File: src/rtl/wb_lsu_master.sv
// rtl/wb_lsu_master.sv - load/store unit to Wishbone B4 classic master bridge
// Optional bus-cycle timeout abort enabled by defining WB_LSU_TIMEOUT_EN.
module wb_lsu_master #(
    parameter int TIMEOUT = 16
) (
    input  logic        clk,
    input  logic        rstn,
    input  logic        req_valid,
    output logic        req_ready,
    input  logic        req_we,
    input  logic [31:0] req_addr,
    input  logic [31:0] req_wdata,
    input  logic [2:0]  req_funct3,
    output logic        rsp_valid,
    output logic [31:0] rsp_rdata,
    output logic        rsp_err,
    output logic        wb_cyc,
    output logic        wb_stb,
    output logic        wb_we,
    output logic [31:0] wb_adr,
    output logic [31:0] wb_dat_o,
    output logic [3:0]  wb_sel,
    input  logic [31:0] wb_dat_i,
    input  logic        wb_ack
);

    typedef enum logic [1:0] {IDLE, BUS, RESP} state_t;

    state_t      state, state_nx;
    logic [1:0]  addr_lo;
    logic [2:0]  f3_q;
    logic        we_q;
    logic        accept, reject, expire;
    logic [3:0]  sel_d;
    logic [31:0] dat_d, shifted, load_data;

    // Request decode: illegal width codes and misalignment never reach the bus
    always_comb begin
        reject = 1'b0;
        sel_d  = 4'b1111;
        dat_d  = req_wdata;
        if (req_funct3 == 3'b011 || req_funct3[2:1] == 2'b11)
            reject = 1'b1;
        if (req_funct3[1:0] == 2'b01 && req_addr[0])
            reject = 1'b1;
        if (req_funct3[1:0] == 2'b10 && req_addr[1:0] != 2'b00)
            reject = 1'b1;
        case (req_funct3[1:0])
            2'b00: begin
                sel_d = 4'b0001 << req_addr[1:0];
                dat_d = {4{req_wdata[7:0]}};
            end
            2'b01: begin
                sel_d = 4'b0011 << {req_addr[1], 1'b0};
                dat_d = {2{req_wdata[15:0]}};
            end
            default: ;
        endcase
    end

    always_comb begin
        shifted   = wb_dat_i >> {addr_lo, 3'b000};
        load_data = shifted;
        case (f3_q)
            3'b000: load_data = {{24{shifted[7]}}, shifted[7:0]};
            3'b001: load_data = {{16{shifted[15]}}, shifted[15:0]};
            3'b100: load_data = {24'h0, shifted[7:0]};
            3'b101: load_data = {16'h0, shifted[15:0]};
            default: ;
        endcase
        if (we_q)
            load_data = 32'h0;
    end

`ifdef WB_LSU_TIMEOUT_EN
    localparam int CW = (TIMEOUT > 1) ? $clog2(TIMEOUT) : 1;
    logic [CW-1:0] to_cnt;

    always_ff @(posedge clk or negedge rstn) begin
        if (!rstn)
            to_cnt <= '0;
        else if (accept)
            to_cnt <= '0;
        else if (state == BUS && !wb_ack)
            to_cnt <= to_cnt + 1'b1;
    end

    assign expire = (state == BUS) && !wb_ack && (to_cnt == CW'(TIMEOUT - 1));
`else
    localparam int unused_timeout = TIMEOUT;
    assign expire = 1'b0;
`endif

    always_ff @(posedge clk or negedge rstn) begin
        if (!rstn)
            state <= IDLE;
        else
            state <= state_nx;
    end

    always_comb begin
        state_nx = state;
        accept   = 1'b0;
        case (state)
            IDLE: if (req_valid) begin
                accept   = 1'b1;
                state_nx = reject ? RESP : BUS;
            end
            BUS:  if (wb_ack || expire) state_nx = RESP;
            RESP: state_nx = IDLE;
            default: state_nx = IDLE;
        endcase
    end

    assign req_ready = (state == IDLE);
    assign rsp_valid = (state == RESP);

    always_ff @(posedge clk or negedge rstn) begin
        if (!rstn) begin
            addr_lo   <= 2'b00;
            f3_q      <= 3'b000;
            we_q      <= 1'b0;
            wb_cyc    <= 1'b0;
            wb_stb    <= 1'b0;
            wb_we     <= 1'b0;
            wb_adr    <= 32'h0;
            wb_dat_o  <= 32'h0;
            wb_sel    <= 4'h0;
            rsp_rdata <= 32'h0;
            rsp_err   <= 1'b0;
        end else begin
            case (state)
                IDLE: if (accept) begin
                    addr_lo <= req_addr[1:0];
                    f3_q    <= req_funct3;
                    we_q    <= req_we;
                    if (reject) begin
                        rsp_err   <= 1'b1;
                        rsp_rdata <= 32'h0;
                    end else begin
                        wb_cyc   <= 1'b1;
                        wb_stb   <= 1'b1;
                        wb_we    <= req_we;
                        wb_adr   <= {req_addr[31:2], 2'b00};
                        wb_sel   <= sel_d;
                        wb_dat_o <= dat_d;
                    end
                end
                // STB drops right after the ACK cycle so a held ACK cannot retrigger
                BUS: if (wb_ack) begin
                    wb_cyc    <= 1'b0;
                    wb_stb    <= 1'b0;
                    rsp_rdata <= load_data;
                    rsp_err   <= 1'b0;
                end else if (expire) begin
                    wb_cyc    <= 1'b0;
                    wb_stb    <= 1'b0;
                    rsp_rdata <= 32'h0;
                    rsp_err   <= 1'b1;
                end
                default: ;
            endcase
        end
    end

endmodule

File: config.mk
export PLATFORM = sky130hd
export DESIGN_NAME = wb_lsu_master
export DESIGN_NICKNAME = d
export VERILOG_FILES = /design/src/rtl/wb_lsu_master.sv
export SDC_FILE = /design/constraint.sdc
export NUM_CORES = 1
export LEC_CHECK = 0
export ABC_AREA = 1
export CORE_MARGIN = 2
export CORE_UTILIZATION = 39
export DETAILED_ROUTE_END_ITERATION = 8
export GPL_TIMING_DRIVEN = 0
export HOLD_SLACK_MARGIN = 0.15
export PLACE_DENSITY = 0.78
export SETUP_SLACK_MARGIN = 0.2
export SLEW_MARGIN = 15
export SYNTH_ARGS = -nofsm -noshare
export SYNTH_HDL_FRONTEND = slang
export SYNTH_SLANG_ARGS = --single-unit
File: constraint.sdc
create_clock -name clk -period 1.5 [get_ports clk]
set_clock_uncertainty 0.05 [all_clocks]
set_input_delay 0.225 -clock clk [delete_from_list [all_inputs] [get_ports clk]]
set_output_delay 0.225 -clock clk [all_outputs]
set_load 0.02 [all_outputs]
==> results_dict.tcl, run 1 <==
set metrics [dict create \
    status "finished with violations" \
    violations "negative setup slack" \
    power_frac_comb_pct 52.2 \
    overflow 0 \
    place_worst_setup_slack_ns -0.6434 \
    start_kind "register" \
    timing.rr.start "addr_lo[1]" \
    r2r_cells 8 \
    tightestPinTransition_ns 0.6221 \
    grt_pass1_vias 5761 \
    antenna_found_initial 0 \
    hold_path_depth 3 \
    r2r_setup_slack_ns -0.03 \
    finalNetCount 1080 \
    synth-simple-area-share_pct 36.60 \
    vias_per_cell 4.853 \
    path_clk_slew_ns 0.08 \
    seqPwrFrac_pct 31.3 \
    timing.rr.end "rsp_rdata[6]" \
    hold_slack_ns 0.2156 \
    io_pins 210 \
    cts.sinks 109 \
    dieArea_um2 14610 \
    cts_root_buf "clkbuf_16" \
    setup_slack_ns -0.02580 \
    drv_cap 0 \
    slew_violations 0 \
    vias 5615 \
    cp-startpoint "addr_lo[1]" \
    hp-class "input port to register" \
    drtIter0Drc 290 \
    rsz0062_at_grt "true" \
    grt_usage_pct 24.67 \
    die_height_um 120.9 \
    syn_area_um2 5329 \
    synth-compound-area-share_pct 6.034 \
    holdPathEnd "addr_lo[1]" \
    synthesis.area_per_instance_um2 7.300 \
    initial_core_util_pct 40.08 \
    dr.pass1.iters 4 \
    drc 0 \
    swShare_pct 44.72 \
    arrival_ns 1.78 \
    clockPowerShare_pct 16.4 \
    layout-drive-gt1-share_pct 25.99 \
    synth_cell_types 25 \
    slew_headroom_pct 58.38 \
    cts_tree "done" \
    grt_pass1_wl_mm 28.02 \
    power.switching_uw 6925 \
    path_max_fanout 10 \
    io_buffers 206 \
    synth_xor_area_share_pct 0 \
    finalCritPeriodShare_pct 101.7 \
    insertion_delay_ns 0.36 \
    max_freq_mhz 655.4 \
    cts_made_buffers 9 \
    synth_top_family_by_area "simple AND/OR/NAND/NOR gates" \
    synthToLayoutAreaGrowth_pct 52.76 \
    ys_warn_count 0 \
    ys_seq_elements 109 \
    fp.coreArea_um2 13300 \
    n_antenna_cell 0 \
    power_density_nw_per_um2 1902 \
    period_minus_slack_ns 1.526 \
    dp_hpwl_mm 12.51 \
    fp.dieW_um 120.9 \
    leakagePower_uw 0.004358 \
    power_uw 15490 \
    htreeDepth 3 \
    synth_seq_area_share_pct 51.19 \
    finalSetupViolations 2 \
    endpoint_kind "register" \
    crit_required_ns 1.75 \
    grt_max_degree 61 \
    synthAdderAreaFrac_pct 0 \
    rows 42 \
    hold_violations 0 \
    irDropWorstVdd_v 0.001171 \
    internal_power_uw 8560 \
    synth.mux.area_fraction_pct 0 \
    syn_inst 730 \
    clockBufferDepth 2 \
    globalplace.congestion 0.9368 \
    critPathKind "register to register" \
    hp-start "req_addr[1]" \
    antenna_left 0 \
    wl_per_cell_um 15.09 \
    wl_mm 17.46 \
]
-- power groups by stage --
| stage | combinational [µW] | sequential, µW | clock [µW] |
|---|---|---|---|
| after floorplan | 3200 | 6120 | 0 |
| after global placement | 8080 | 4830 | 0 |
| after detailed placement | 8170 | 4830 | 0 |
| after CTS | 8360 | 4870 | 2580 |
| after global routing | 8850 | 4990 | 2720 |
| final | 8090 | 4850 | 2540 |
-- final cells by class --
cell class	instances	area, µm²
flip-flops and latches	109	2729
multi-input cells	561	2454
clock inverters	7	91.34
well taps	176	220.2
clock buffers	9	225.2
plain buffers	42	400.4
fillers	1262	5155
repair buffers	234	1937
inverters	19	83.83
-- how the worst max path moves through the flow --
stage              endpoint  slack [ns]
2_1_floorplan     wb_sel[1]        0.05
3_3_place_gp    wb_dat_o[8]       -4.17
3_5_place_dp   wb_dat_o[12]       -0.64
4_1_cts        rsp_rdata[3]       -0.01
5_1_grt        rsp_rdata[8]       -0.11
6_report       rsp_rdata[6]       -0.03
-- sequential cells by signal, summed over array words and instances, names as in the netlist --
register,flops
wb_sel,4
wb_we,1
f3_q,3
wb_dat_o,32
state,2
rsp_rdata,32
addr_lo,2
we_q,1
rsp_err,1
wb_stb,1
wb_adr,30
-- layer usage --
metal	vias up	wire length [µm]	GRT usage [%]
met5	-	0	0
met4	0	449	8.212
met3	34	1537	8.130
met2	221	8591	42.98
met1	2609	6879	28.45
li1	2751	-	-
-- worst max-delay path: stages (launching register included) --
cell and delay, ns:
dfrtp_1 0.36, buf_2 0.18, inv_2 0.11, buf_4 0.17, buf_4 0.19, nor2_1 0.07, a31oi_1 0.20, nand2_2 0.07
nand2_1 0.06
-- cell families (layout without fill, tap and decap cells) --
kind of cell	count (synthesis)	after routing
compound gates	62	62
buf+inv	61	311
flops	109	109
other cells	1	2
simple gates	497	497
-- per-stage QoR --
stage,util (%),area (µm²),instances,TNS (ns)
after floorplan,-,5394,731,0
after global placement,57.74,7676,1113,-505.98
after detailed placement,57.95,7705,1114,-55.49
after CTS,63.57,8452,1154,-0.08902
after global routing,61.23,8140,1157,-6.150
final,61.23,8140,1157,-0.02639
-- what timing repair did --
action | CTS | global route
setup endpoints to repair | 208 | 179
resized for setup | 425 | 127
pin swaps | 9 | 4
cloned | 3 | 0
buffers inserted | 20 | 3
hold endpoints to repair | 49 | 0
hold buffers | 1 | 0
-- synth_stat cells --
| library cell | count | area (µm²) |
|---|---|---|
| inv_1 | 15 | 56.30 |
| nand2_1 | 429 | 1610 |
| buf_2 | 18 | 90.09 |
| nand3b_1 | 1 | 7.510 |
| buf_6 | 6 | 67.56 |
| dfrtp_1 | 109 | 2728 |
| clkbuf_2 | 3 | 15.01 |
| nand3_1 | 21 | 105.1 |
| or2_2 | 1 | 6.260 |
| o211ai_1 | 1 | 7.510 |
| inv_2 | 3 | 11.26 |
| nand4_1 | 1 | 6.260 |
| and2_1 | 1 | 6.260 |
| buf_4 | 6 | 45.04 |
| o21ai_0 | 40 | 200.2 |
| a31oi_1 | 7 | 43.79 |
| a21oi_1 | 14 | 70.07 |
| conb_1 | 1 | 3.750 |
| nand3_2 | 2 | 20.02 |
| nor2_1 | 31 | 116.4 |
| nand2_2 | 6 | 37.54 |
| nor2_4 | 2 | 22.52 |
| nor2_2 | 2 | 12.51 |
| inv_4 | 1 | 6.260 |
| clkbuf_1 | 9 | 33.78 |
-- placed cells by master, fill, tap and decap left out, types with 2 or more instances in the layout --
| cell | synthesis | routed |
|---|---|---|
| inv_2 | 3 | 5 |
| clkbuf_16 | 0 | 9 |
| inv_1 | 15 | 11 |
| buf_8 | 0 | 9 |
| inv_6 | 0 | 3 |
| nand3_4 | 0 | 2 |
| a31oi_1 | 7 | 7 |
| a21oi_1 | 14 | 14 |
| nand2_2 | 6 | 41 |
| buf_2 | 18 | 93 |
| nand3_2 | 2 | 2 |
| buf_4 | 6 | 29 |
| nor2_1 | 31 | 28 |
| clkdlybuf4s50_1 | 0 | 98 |
| o21ai_1 | 0 | 21 |
| clkdlybuf4s15_2 | 0 | 10 |
| nand2_4 | 0 | 3 |
| o21ai_2 | 0 | 3 |
| dlygate4sd2_1 | 0 | 2 |
| nor2_4 | 2 | 6 |
| buf_16 | 0 | 2 |
| clkinv_4 | 0 | 2 |
| dfrtp_1 | 109 | 108 |
| o21ai_0 | 40 | 16 |
| nand2_1 | 429 | 391 |
| conb_1 | 1 | 2 |
| buf_6 | 6 | 20 |
| clkbuf_1 | 9 | 3 |
| nand3_1 | 21 | 19 |
| clkbuf_2 | 3 | 4 |
Power figures use the tool's default switching activity.
==> run 2, diff against run 1 <==
Settings changed: CORE_ASPECT_RATIO from default to 1.75.
==> run 2 against run 1 <==
  * The flow still finishes with violations (negative setup slack)
  * Hold slack worse by 0.081 ns
  * Flip-flop and latch count unchanged
  * Critical path depth up 1
  * Clock power shrank 8.3%
  * Highest routed layer unchanged
  * Non-clock buffer count increased by 9
  * Total power rose by 5.1%
  * Die area up 0.25%
  * Via count increased by 0.11%
  * Register-to-register slack barely moved
  * Sequential power barely moved
  * Core utilization rose by 2.2 points
  * Critical path type unchanged
==> results_dict.tcl, run 2 (synthesis gave the netlist of run 1 again) <==
set metrics [dict create \
    grt_max_degree 72 \
    violations "negative setup slack" \
    insertion_delay_ns 0.34 \
    setup.worst_path.end "rsp_rdata[15]" \
    rows 56 \
    grt_pass1_wl_mm 27.34 \
    slowest_stage "dfrtp_1" \
    hp-class "input port to register" \
    final_common_cell "nand2_1" \
    arrival_ns 1.76 \
    drtIter0Drc 242 \
    reg.largest.list "rsp_rdata (32), wb_dat_o (32), wb_adr (30)" \
    place_area_um2 7702 \
    slew_headroom_pct 58.14 \
    drc 0 \
    finalSetupViolations 25 \
    drv_cap 0 \
    r2r_cells 9 \
    cts.sinks 109 \
    power_density_nw_per_um2 1916 \
    leakagePower_uw 0.004448 \
    layout-drive-gt1-share_pct 28.89 \
    path_max_fanout 10 \
    n_antenna_cell 0 \
    wl_met2_mm 9.993 \
    hold_violations 0 \
    highest_layer "met4" \
    htreeDepth 3 \
    initial_core_util_pct 39.82 \
    grt_usage_pct 24.00 \
    wl_per_cell_um 15.73 \
    fin_util_pct 63.44 \
    antenna_found_initial 0 \
    dieArea_um2 14650 \
    rsz0062_at_grt "true" \
    slew_violations 0 \
    overflow 0 \
    dp_hpwl_mm 13.15 \
    clockBufferDepth 2 \
    wl_met1_mm 6.312 \
    synthToLayoutAreaGrowth_pct 59.33 \
    wl_mm 18.31 \
    tightestPinTransition_ns 0.6256 \
    globalplace.congestion 1.000 \
    cpPeakStageDelay_ns 0.43 \
    vias 5621 \
    io_pins 210 \
    cts_tree "done" \
    grt_pass1_vias 5532 \
    place_worst_setup_slack_ns -0.7166 \
    finalSetupTns_ns -0.2340 \
    cts_made_buffers 9 \
    start_kind "register" \
    io_buffers 206 \
    irDropWorstVdd_v 0.0008889 \
    nFillCells 1141 \
    status "finished with violations" \
    timing.rr.end "rsp_rdata[15]" \
    layout_common_cells "nand2_1 (380), dfrtp_1 (109), clkdlybuf4s50_1 (97), nand2_2 (46), buf_2 (45)" \
    antenna_left 0 \
    critPathKind "register to register" \
    hold_slack_ns 0.1347 \
    die_height_um 158.6 \
    final_cell_area_um2 8491 \
    max_freq_mhz 658.3 \
    fp.coreArea_um2 13380 \
    cp-startpoint "state[1]" \
    fp.dieW_um 92.36 \
    vias_per_cell 4.829 \
    period_minus_slack_ns 1.519 \
    finalCritPeriodShare_pct 101.3 \
    finalNetCount 1089 \
    endpoint_kind "register" \
    setup_slack_ns -0.01904 \
    dr.pass1.iters 4 \
    crit_chain "inv_2 > nand3b_1 > nand2_2 > nor2_4 > nand2_8 > nor2_4 > buf_8 > nand2_2 > nand2_1" \
    r2r_setup_slack_ns -0.02 \
    path_clk_slew_ns 0.08 \
    timing.rr.start "state[1]" \
    wl_met3_um 993 \
    cts_root_buf "clkbuf_16" \
    crit_required_ns 1.74 \
]
run 2: where the power goes:
part	total, µW	internal, µW	switching [µW]
Sequential	4860	4110	741
Combinational	9080	3700	5380
Clock	2330	1160	1170
run 2: worst min-delay path by stage:
stage | depth (start not counted) | end | slack, ns | from
global route | 3 | f3_q[2] | 0.15 | req_funct3[2]
detailed placement | 1 | wb_dat_o[25] | 0.11 | rstn
floorplan | 0 | addr_lo[0] | -0.12 | rstn
CTS | 3 | f3_q[1] | 0.23 | req_funct3[1]
global placement | 2 | wb_adr[21] | 0.40 | wb_adr[21]
finish | 3 | f3_q[2] | 0.13 | req_funct3[2]
run 2: metal layers:
metal	track usage (%)	vias up
met5	0	-
met4	13.79	0
met3	4.875	56
met2	44.87	219
met1	24.40	2581
li1	-	2765
run 2: layout make-up:
type	count	area (µm²)	share of cell area, %
Multi-Input combinational cell	561	2577	30.36
Buffer	42	461.7	5.438
Inverter	19	83.83	0.9873
Clock inverter	6	51.30	0.6042
Sequential cell	109	2728	32.13
Clock buffer	10	229.0	2.697
Tap cell	174	217.7	2.564
Timing Repair Buffer	243	2142	25.23
run 2: worst max-delay path: cells and delay by family, from the launching register on:
family	cells	cell delay [ns]
buf+inv	2	0.21
simple gates	7	0.76
flops	1	0.43
run 2: stage by stage:
stage          instances  total power [µW]
6_report            1164             16270
5_1_grt             1164             17210
4_1_cts             1151             15880
3_5_place_dp        1112             13060
3_3_place_gp        1111             12950
2_1_floorplan        731              9318
run 2: what timing repair did:
item                                    in CTS  in global routing
pin swaps                                   19                 16
gates cloned                                 3                  5
buffers inserted                            19                  8
hold buffers                                 1                  0
endpoints found under the hold margin       53                  0
gates resized for setup                    375                180
endpoints found under the setup margin     208                178
==> run 3, diff against run 2 <==
Settings changed: GPL_TIMING_DRIVEN 0 to 1.
==> run 3 against run 2 <==
  * Wire length down 3.2%
  * Sequential share of layout area up 0.058 points
  * Cell area about the same
  * Worst setup slack worse by 0.023 ns
  * Count of clock-buffer cells in the layout down 1
  * The flow still finishes with violations (negative setup slack)
  * First-iteration DRC count up 21%
  * Maximum frequency down 1.5%
  * Sequential power about the same
==> results_dict.tcl, run 3 (synthesis gave the netlist of run 1 again) <==
set metrics [dict create \
    clockBufferDepth 2 \
    final_cell_area_um2 8483 \
    dieArea_um2 14650 \
    setup_slack_ns -0.04176 \
    fin_util_pct 63.39 \
    path_max_fanout 7 \
    met2_usage_pct 44.63 \
    wl_mm 17.72 \
    grt_usage_pct 23.37 \
    globalplace.congestion 0.8628 \
    status "finished with violations" \
    critPathKind "register to register" \
    leakagePower_uw 0.004454 \
    grt_use_met3_pct 4.496 \
    multi_input_comb_area_um2 2531 \
    antenna_left 0 \
    cts.sinks 109 \
    start_kind "register" \
    finalCritPeriodShare_pct 102.8 \
    arrival_ns 1.78 \
    dp_hpwl_mm 12.11 \
    n_antenna_cell 0 \
    finalNetCount 1083 \
    finalSetupTns_ns -0.4790 \
    place_area_um2 7854 \
    nFillCells 1153 \
    initial_core_util_pct 39.82 \
    fp.dieW_um 92.36 \
    vias 5659 \
    cts_root_buf "clkbuf_16" \
    insertion_delay_ns 0.35 \
    grt_pass1_vias 5419 \
    slew_violations 0 \
    power_density_nw_per_um2 1882 \
    wl_per_cell_um 15.30 \
    layout-drive-gt1-share_pct 27.34 \
    drtIter0Drc 293 \
    max_freq_mhz 648.6 \
    vias_per_cell 4.887 \
    layout_common_cells "nand2_1 (387), dfrtp_1 (107), clkdlybuf4s50_1 (100), buf_2 (68), buf_4 (45)" \
    drc 0 \
    endpoint_kind "register" \
    overflow 0 \
    top_usage_layer "met2" \
    cts_made_buffers 9 \
    die_height_um 158.6 \
    finalSetupViolations 35 \
    synthToLayoutAreaGrowth_pct 59.19 \
    antenna_found_initial 0 \
    htreeDepth 3 \
    crit_required_ns 1.74 \
    dr.pass1.iters 4 \
    path_clk_slew_ns 0.07 \
    violations "negative setup slack" \
    drv_cap 0 \
    rsz0062_at_grt "true" \
    grt_pass1_wl_mm 26.69 \
    grt_max_degree 58 \
    io_pins 210 \
    irDropWorstVdd_v 0.0009625 \
    reg.largest.list "rsp_rdata (32), wb_dat_o (32), wb_adr (30)" \
    fp.coreArea_um2 13380 \
    hold_violations 0 \
    use_met1_pct 24.91 \
    place_worst_setup_slack_ns -0.4032 \
    io_buffers 207 \
    hold_slack_ns 0.2867 \
    cts_tree "done" \
    final_common_cell "nand2_1" \
    regArea_um2 2730 \
    rows 56 \
    hp-class "input port to register" \
    period_minus_slack_ns 1.542 \
]
-- run 3: changes by cell type in the layout (fill, tap and decap cells not counted), moves of 9 or more --
cell             previous run  this run
buf_2                      45        68
clkdlybuf4s15_2            23        33
clkbuf_2                   36         1
buf_6                      20         8
o21ai_0                    16        27
o21ai_1                    21         8
nand2_2                    46        37
buf_4                      32        45
nor2_1                     15        25
-- run 3: worst max-delay path: stages (launching register included) --
cell and delay (ns):
dfrtp_2 0.41, inv_2 0.06, nand3b_1 0.12, nand2_2 0.09, nor2_4 0.12, nand2_4 0.11
nor2_4 0.21, clkbuf_16 0.20, nand2_1 0.05, nand2_1 0.05
-- run 3: timing repair --
item | 4_1_cts | 5_1_grt
pin swaps | 6 | 26
setup endpoints to repair | 207 | 168
hold endpoints to repair | 109 | 0
cloned | 5 | 3
hold buffers | 1 | 0
buffers inserted | 6 | 10
resized for setup | 360 | 136
-- run 3: metrics by stage --
stage               total power [µW]  cells
floorplan                       9318    731
global placement               13040   1117
detailed placement             13170   1117
CTS                            15720   1145
global route                   16960   1158
finish                         15960   1158
-- run 3: path summary, 6_finish.rpt --
path                                     from           end  slack, ns  depth (start not counted)
worst max-delay path                 state[1]  rsp_rdata[6]      -0.04                          9
worst min-delay path            req_funct3[1]       f3_q[1]       0.29                          4
worst max register to register       state[1]  rsp_rdata[6]      -0.04                          9
worst min register to register     wb_adr[17]    wb_adr[17]       0.42                          2
max in group asynchronous                rstn      state[1]       0.73                          3
min in group asynchronous                rstn  wb_dat_o[12]       0.38                          3
-- run 3: final cells by class --
class,count,area share (%)
clock buffers,9,2.655
clock inverters,7,0.9440
inverters,19,1.077
multi-input cells,562,29.84
flip-flops and latches,109,32.18
well taps,174,2.566
repair buffers,278,30.74
-- run 3: power by group --
| part | leakage, µW | switching (µW) | internal, µW |
|---|---|---|---|
| Sequential | 0.00140 | 742 | 4120 |
| Combinational | 0.00291 | 5140 | 3470 |
| Clock | 0.000148 | 1170 | 1320 |
| Total | 0.00445 | 7050 | 8910 |
-- run 3: per-layer routing --
layer / share of wire, % / wire length [µm] / up-vias
li1: - / - / 2751
met1: 36 / 6305 / 2689
met2: 56 / 9928 / 190
met3: 5.2 / 928 / 29
met4: 3.2 / 559 / 0
met5: 0 / 0 / -
